--- config.mk ---
export PLATFORM = sky130hd
export DESIGN_NAME = copy_arbiter
export DESIGN_NICKNAME = d
export VERILOG_FILES = /design/src/rtl/copy_arbiter.sv
export SDC_FILE = /design/constraint.sdc
export NUM_CORES = 1
export LEC_CHECK = 0
export BUFFER_PORTS_ARGS = -buffer_cell sky130_fd_sc_hd__clkbuf_2
export CORE_AREA = 8 8 249 251
export DETAILED_ROUTE_END_ITERATION = 10
export DIE_AREA = 0 0 257 259
export GPL_ROUTABILITY_DRIVEN = 0
export SLEW_MARGIN = 30
export SYNTH_ARGS = -nofsm -noshare
export SYNTH_HDL_FRONTEND = slang
export SYNTH_SLANG_ARGS = --single-unit
--- constraint.sdc ---
create_clock -name clk -period 4.2 [get_ports clk]
set_clock_uncertainty 0.1 [all_clocks]
set_input_delay 0.42 -clock clk [delete_from_list [all_inputs] [get_ports clk]]
set_output_delay 0.42 -clock clk [all_outputs]
set_load 0.005 [all_outputs]
--- src/rtl/copy_arbiter.sv ---
// Round-robin arbiter/sequencer sharing one copy_engine among NUM_REQ requesters.
// Issues start, waits for done or a cycle budget, acks the winner, and drains late dones.
module copy_arbiter #(
  parameter int NUM_REQ = 4,
  parameter int ADDR_W  = 64,
  parameter int TIMEOUT = 1024
) (
  input  logic                          clk,
  input  logic                          rst_n,
  input  logic [NUM_REQ-1:0]            req,
  input  logic [NUM_REQ*ADDR_W-1:0]     req_src,
  input  logic [NUM_REQ*ADDR_W-1:0]     req_dst,
  output logic [NUM_REQ-1:0]            ack,
  output logic [NUM_REQ-1:0]            err,
  output logic [ADDR_W-1:0]             eng_src,
  output logic [ADDR_W-1:0]             eng_dst,
  output logic                          eng_start,
  input  logic                          eng_done,
  output logic                          busy,
  output logic [((NUM_REQ > 1) ? $clog2(NUM_REQ) : 1)-1:0] cur_id,
  output logic                          eng_hung
);

  localparam int ID_W  = (NUM_REQ > 1) ? $clog2(NUM_REQ) : 1;
  localparam int TMR_W = ($clog2(TIMEOUT + 1) > 0) ? $clog2(TIMEOUT + 1) : 1;
  localparam logic [TMR_W-1:0] TMR_LAST = (TIMEOUT > 0) ? TMR_W'(TIMEOUT - 1) : '0;
  localparam logic [TMR_W-1:0] TMR_MAX  = '1;
  localparam logic [NUM_REQ-1:0] ONE    = {{(NUM_REQ-1){1'b0}}, 1'b1};

  typedef enum logic [2:0] {
    S_IDLE,
    S_ISSUE,
    S_WAIT,
    S_RESP,
    S_DRAIN
  } state_t;

  state_t               state_q;
  logic [ID_W-1:0]      last_q;
  logic [ID_W-1:0]      cur_id_q;
  logic [TMR_W-1:0]     timer_q;
  logic                 err_flag_q;
  logic [NUM_REQ-1:0]   ack_q;
  logic [NUM_REQ-1:0]   err_q;
  logic [ADDR_W-1:0]    eng_src_q;
  logic [ADDR_W-1:0]    eng_dst_q;
  logic                 eng_start_q;
  logic                 busy_q;
  logic                 eng_hung_q;

  logic [ID_W-1:0]      grant_id_d;
  logic                 grant_vld_d;

  // Scan from the farthest offset down so the closest pending requester after last_q wins.
  always_comb begin
    int idx;
    idx         = 0;
    grant_id_d  = '0;
    grant_vld_d = 1'b0;
    for (int off = NUM_REQ; off >= 1; off--) begin
      idx = int'(last_q) + off;
      if (idx >= NUM_REQ) idx = idx - NUM_REQ;
      if (req[ID_W'(idx)]) begin
        grant_id_d  = ID_W'(idx);
        grant_vld_d = 1'b1;
      end
    end
  end

  always_ff @(posedge clk) begin
    if (!rst_n) begin
      state_q     <= S_IDLE;
      last_q      <= ID_W'(NUM_REQ - 1);
      cur_id_q    <= '0;
      timer_q     <= '0;
      err_flag_q  <= 1'b0;
      ack_q       <= '0;
      err_q       <= '0;
      eng_src_q   <= '0;
      eng_dst_q   <= '0;
      eng_start_q <= 1'b0;
      busy_q      <= 1'b0;
      eng_hung_q  <= 1'b0;
    end else begin
      ack_q       <= '0;
      err_q       <= '0;
      eng_start_q <= 1'b0;
      case (state_q)
        S_IDLE: begin
          if (grant_vld_d) begin
            state_q     <= S_ISSUE;
            cur_id_q    <= grant_id_d;
            eng_src_q   <= req_src[int'(grant_id_d)*ADDR_W +: ADDR_W];
            eng_dst_q   <= req_dst[int'(grant_id_d)*ADDR_W +: ADDR_W];
            eng_start_q <= 1'b1;
            busy_q      <= 1'b1;
          end
        end
        S_ISSUE: begin
          state_q <= S_WAIT;
          timer_q <= '0;
        end
        S_WAIT: begin
          // A done in the same cycle as the budget expiring counts as success.
          if (eng_done) begin
            state_q    <= S_RESP;
            err_flag_q <= 1'b0;
            ack_q      <= ONE << cur_id_q;
          end else if ((TIMEOUT != 0) && (timer_q == TMR_LAST)) begin
            state_q    <= S_RESP;
            err_flag_q <= 1'b1;
            ack_q      <= ONE << cur_id_q;
            err_q      <= ONE << cur_id_q;
          end else if (timer_q != TMR_MAX) begin
            timer_q <= timer_q + 1'b1;
          end
        end
        S_RESP: begin
          last_q <= cur_id_q;
          if (err_flag_q) begin
            state_q    <= S_DRAIN;
            eng_hung_q <= 1'b1;
          end else begin
            state_q <= S_IDLE;
            busy_q  <= 1'b0;
          end
        end
        S_DRAIN: begin
          // The late done belongs to the failed transfer; swallow it without an ack.
          if (eng_done) begin
            state_q    <= S_IDLE;
            busy_q     <= 1'b0;
            eng_hung_q <= 1'b0;
          end
        end
        default: begin
          state_q    <= S_IDLE;
          busy_q     <= 1'b0;
          eng_hung_q <= 1'b0;
        end
      endcase
    end
  end

  assign ack       = ack_q;
  assign err       = err_q;
  assign eng_src   = eng_src_q;
  assign eng_dst   = eng_dst_q;
  assign eng_start = eng_start_q;
  assign busy      = busy_q;
  assign cur_id    = cur_id_q;
  assign eng_hung  = eng_hung_q;

endmodule

==> results.md <==
- The run finished with clean final reports.
- The kind of cell with the highest combined delay along the critical path is simple AND/OR/NAND/NOR gates.
- The longest individual stage delay on the worst path is 0.65 ns.
- The type of the tightest min-delay check is input port to flop.
- Measured along the x axis, the die boundary spans 257 µm.
- The pre-antenna-repair detailed-routing pass consisted of 7 iterations.
- The peak supply drop is between 0.0003 and 0.0004 V.
- Measured in cells, the most critical reg-to-reg path has a length of 5.
- The total number of H-tree levels is 4.
- Post-CTS repair changed the size of 0 cells.
- The commonest cells after synthesis are 158 x sky130_fd_sc_hd__dfxtp_1, 133 x sky130_fd_sc_hd__nand2_1, 129 x sky130_fd_sc_hd__mux2i_1, 120 x sky130_fd_sc_hd__a21o_1, 120 x sky130_fd_sc_hd__o31ai_1.
- The area growth from synthesis to layout is 41.9%.
- The endpoint class of the critical path is a flop.
- The final route contains around 12000 vias.
- The combined buffer and inverter count along the critical path is 1.
- The average wire per cell in the routed design is 20.4 µm.
- The worst register-to-register path has a setup slack of ~1.5 ns.
- The area fraction of the dominant cell type after synthesis is 0.297.
- Derived from the worst setup path, the maximum achievable clock frequency is 0.370 GHz.
- In the final layout, the share of cells above drive strength 1 is 0.476.
- The power dissipated by switching net loads is 1.69 mW.
- For this block, the initial DRC count from the detailed router was 829.
- Once detail routing completed, the nets flagged for antenna violations numbered 0.
- The count of synthesis-stage warnings from yosys is 0.
- The die boundary height is 259 µm.
- The slowest cell on the critical path is sky130_fd_sc_hd__nor3b_1.
- The count of nets after finishing is ~2300.
- Of the total power, the clock network draws 0.326.
- The type of the worst setup path is flop to flop.
- The final critical-path required period is roughly 2.7 ns.
- The number of hold buffers added after CTS was 0.
- The fraction of power spent switching nets is 0.345.
- The repair_antennas step left the layout with diodes totalling 0.
- The number of hold-slack violations in the final timing report is 0.
- Sorting the synthesized cells by area gives the leading types as sky130_fd_sc_hd__dfxtp_1 30%, sky130_fd_sc_hd__mux2i_1 12%, sky130_fd_sc_hd__o211ai_2 12%.
- In the synthesized netlist the async set-or-reset flop fraction comes to 0.
- The first global-routing pass estimated 75900 µm of wire.
- Clock-pin slew was measured on the worst setup and hold paths at 0.08 ns.
- The total non-filler cell area in the finished layout is 0.0151 mm².
- Before CTS, the worst setup slack after placement is roughly 1.4 ns.
- The clock net in this run drives a total of 158 sinks.
- The floorplan step defined a core boundary enclosing 0.0582 mm².
- The endpoint identified for the worst register-to-register timing path is eng_src[20].
- The startpoint of the tightest hold check path is req_dst[91].
- For this design the top-level I/O count stands at 660.
- Synthesis produced a netlist with a net count of 1704.
- After synthesis, the netlist uses 53 different library cells.
- For this run, the register share of the synthesized area comes to 0.297.
- Counting every instance in the synthesized netlist gives 1184.
- The initial standard-cell utilization of the core is 0.183.
- The total wirelength of the detailed-routed design is roughly 52000 µm.
- The analysis attributes to cell leakage a power of around 7.4 nW.
- The floorplan step defined a die boundary enclosing between 0.06 and 0.07 mm².
- The share of total power dissipated in sequential elements is 0.369.
- The arrival time at the worst endpoint is 2.94 ns.
- At the pin with the least slew margin, the transition time is 0.991 ns.
- The combinational share of power is 0.305.
- The leading area contributor after synthesis is sky130_fd_sc_hd__dfxtp_1.
- The largest fanout of any net on the critical path is 119.
- The critical path startpoint category is a flop.
- Setup violations remaining at the end of the flow were counted as 0.
- The total track usage is 0.145.
- For the worst setup path, the data required time is between 4 and 5 ns.
- The longest clock path from root to sink contains 2 buffers.
- The number of synthesized register bits is 158.
- The number of enable flip-flop cells after synthesis is 0.
- The maximum number of pins on one net before global-route repair is 129.
- The CTS tree is yes.
- The latest clock arrival within the worst-skew pair is 0.47 ns.
- The number of antenna violations at the first check in global routing is 2.
- After detailed placement, the total cell area comes to 0.0146 mm².
- The buffer type at the clock tree root is sky130_fd_sc_hd__clkbuf_16.
- The initialized floorplan defines 89 standard-cell rows.
- In this run the cell area of the synthesized design comes to 0.0107 mm².
- The worst hold path passes through 3 cells.
- The internal power contribution is approximately 3.2 mW.
- In this run the tightest slew margin relative to its limit is 0.339.
- The ratio of total power to cell area is around 320 mW/mm².
- The share of the clock period used by the worst path is 0.644.
- The end point of the most critical hold path is eng_dst[27].
- The via count of the first global-routing pass is 12006.
- The max capacitance violation total is 0.
- On the final layout, the worst hold slack is between 0.1 and 0.15 ns.
- In the post-synthesis netlist, the cell with the most instances is sky130_fd_sc_hd__dfxtp_1.
- The most used flip-flop cell after synthesis is sky130_fd_sc_hd__dfxtp_1.
- Setup total negative slack on the finished layout was measured at 0 ns.
- Buffers placed on the I/O ports in this run total 659.
- The average cell area after synthesis is 9.01 µm².
- The final worst-path setup slack is around 1.5 ns.
- The signal on the critical path passes through nor3b_1 > or3b_4 > buf_12 > a21o_1 > o211ai_2.
- In this run the critical register-to-register path is launched from last_q[1].
- The CTS buffer count is 17.
- The HPWL after detailed placement is 38600 µm.
- Dividing the detail-routed via count by the number of cells gives 4.77.
- The number of max-slew violations in the final report is 0.
- The total global routing overflow is 0.
- The final-layout fill cell count is 6364.
- The number of setup buffers added after CTS is 0.
- The final routed DRC violation total is 0.
- Setup repair after global routing left no endpoint under its margin.
layout make-up:
cell class | count | area (µm²) | area share
flip-flops and latches | 158 | 3160 | 0.209
clock inverters | 14 | 131 | 0.00868
clock buffers | 18 | 439 | 0.0290
well taps | 773 | 967 | 0.0639
multi-input cells | 880 | 6780 | 0.448
repair buffers | 684 | 3640 | 0.240
inverters | 4 | 15.0 | 0.000992
stage by stage:
step,std cells,total power [mW],utilization
CTS,2531,4.97,0.260
finish,2531,4.89,0.260
global placement,2499,3.33,0.250
floorplan,1184,2.62,-
global route,2531,5.15,0.260
detailed placement,2499,3.33,0.250
per-layer routing:
layer,wire length (µm),track usage
met5,0,0
met4,957,0.0413
met3,4530,0.0460
met2,25600,0.249
met1,20500,0.173
cells in the final DEF (no fill, tap or decap), types with 3 or more instances in the layout:
cell type	Yosys	layout
sky130_fd_sc_hd__clkbuf_2	0	659
sky130_fd_sc_hd__dfxtp_1	158	158
sky130_fd_sc_hd__nand2_1	133	133
sky130_fd_sc_hd__mux2i_1	129	129
sky130_fd_sc_hd__o31ai_1	120	120
sky130_fd_sc_hd__nand4_1	119	119
sky130_fd_sc_hd__a21o_1	120	119
sky130_fd_sc_hd__o211ai_2	100	100
sky130_fd_sc_hd__o211ai_1	20	20
sky130_fd_sc_hd__nor2_1	19	18
sky130_fd_sc_hd__clkbuf_16	0	17
sky130_fd_sc_hd__a211oi_1	13	13
sky130_fd_sc_hd__o21ai_0	15	13
sky130_fd_sc_hd__buf_4	18	13
sky130_fd_sc_hd__buf_12	0	12
sky130_fd_sc_hd__o31a_1	9	9
sky130_fd_sc_hd__a2111oi_0	9	9
sky130_fd_sc_hd__a21oi_1	8	7
sky130_fd_sc_hd__nor3_1	6	6
sky130_fd_sc_hd__nand3_1	6	6
sky130_fd_sc_hd__nand2b_1	5	5
sky130_fd_sc_hd__inv_6	0	5
sky130_fd_sc_hd__inv_1	4	4
sky130_fd_sc_hd__nor2b_1	3	3
sky130_fd_sc_hd__o21ai_4	0	3
sky130_fd_sc_hd__xnor2_1	3	3
sky130_fd_sc_hd__a31oi_1	3	3
sky130_fd_sc_hd__and2_1	3	3
sky130_fd_sc_hd__clkinvlp_4	0	3
sky130_fd_sc_hd__clkinv_2	0	3
how the worst max path moves through the flow:
stage / from / to / cells past startpoint
3_3_place_gp: req[3] / eng_dst[40] / 7
6_report: last_q[1] / eng_src[20] / 5
3_5_place_dp: req[3] / eng_src[49] / 7
4_1_cts: last_q[1] / eng_dst[7] / 5
5_1_grt: last_q[0] / eng_dst[40] / 6
2_1_floorplan: req[3] / eng_dst[0] / 7
sequential cells by signal, summed over array words and instances, names as in the netlist:
name        cells
busy            1
state_q         3
err             4
ack             4
cur_id          2
timer_q        11
eng_hung        1
last_q          2
eng_src        64
err_flag_q      1
eng_start       1
eng_dst        64
power by group through the flow:
stage | clock network (mW) | registers (mW) | logic (mW)
2_1_floorplan | 0 | 1.83 | 0.798
3_3_place_gp | 0 | 1.83 | 1.50
3_5_place_dp | 0 | 1.83 | 1.50
4_1_cts | 1.67 | 1.80 | 1.50
5_1_grt | 1.72 | 1.83 | 1.60
6_report | 1.59 | 1.81 | 1.49
cell families after synthesis:
family / after synthesis / share of synthesized area
AO/OA/AOI/OAI: 429 / 0.345
XOR/XNOR: 4 / 0.00329
adder cells (fa/ha/maj): 1 / 0.00117
buffers and inverters: 146 / 0.0751
flip-flops: 158 / 0.297
multiplexers: 130 / 0.122
AND/OR/NAND/NOR: 316 / 0.156
worst register-to-register path: stages (launching register included):
cell	delay, ns
sky130_fd_sc_hd__dfxtp_1	0.56
sky130_fd_sc_hd__nor3b_1	0.66
sky130_fd_sc_hd__or3b_4	0.27
sky130_fd_sc_hd__buf_12	0.27
sky130_fd_sc_hd__a21o_1	0.62
sky130_fd_sc_hd__o211ai_2	0.09
Power figures use the tool's default switching activity.
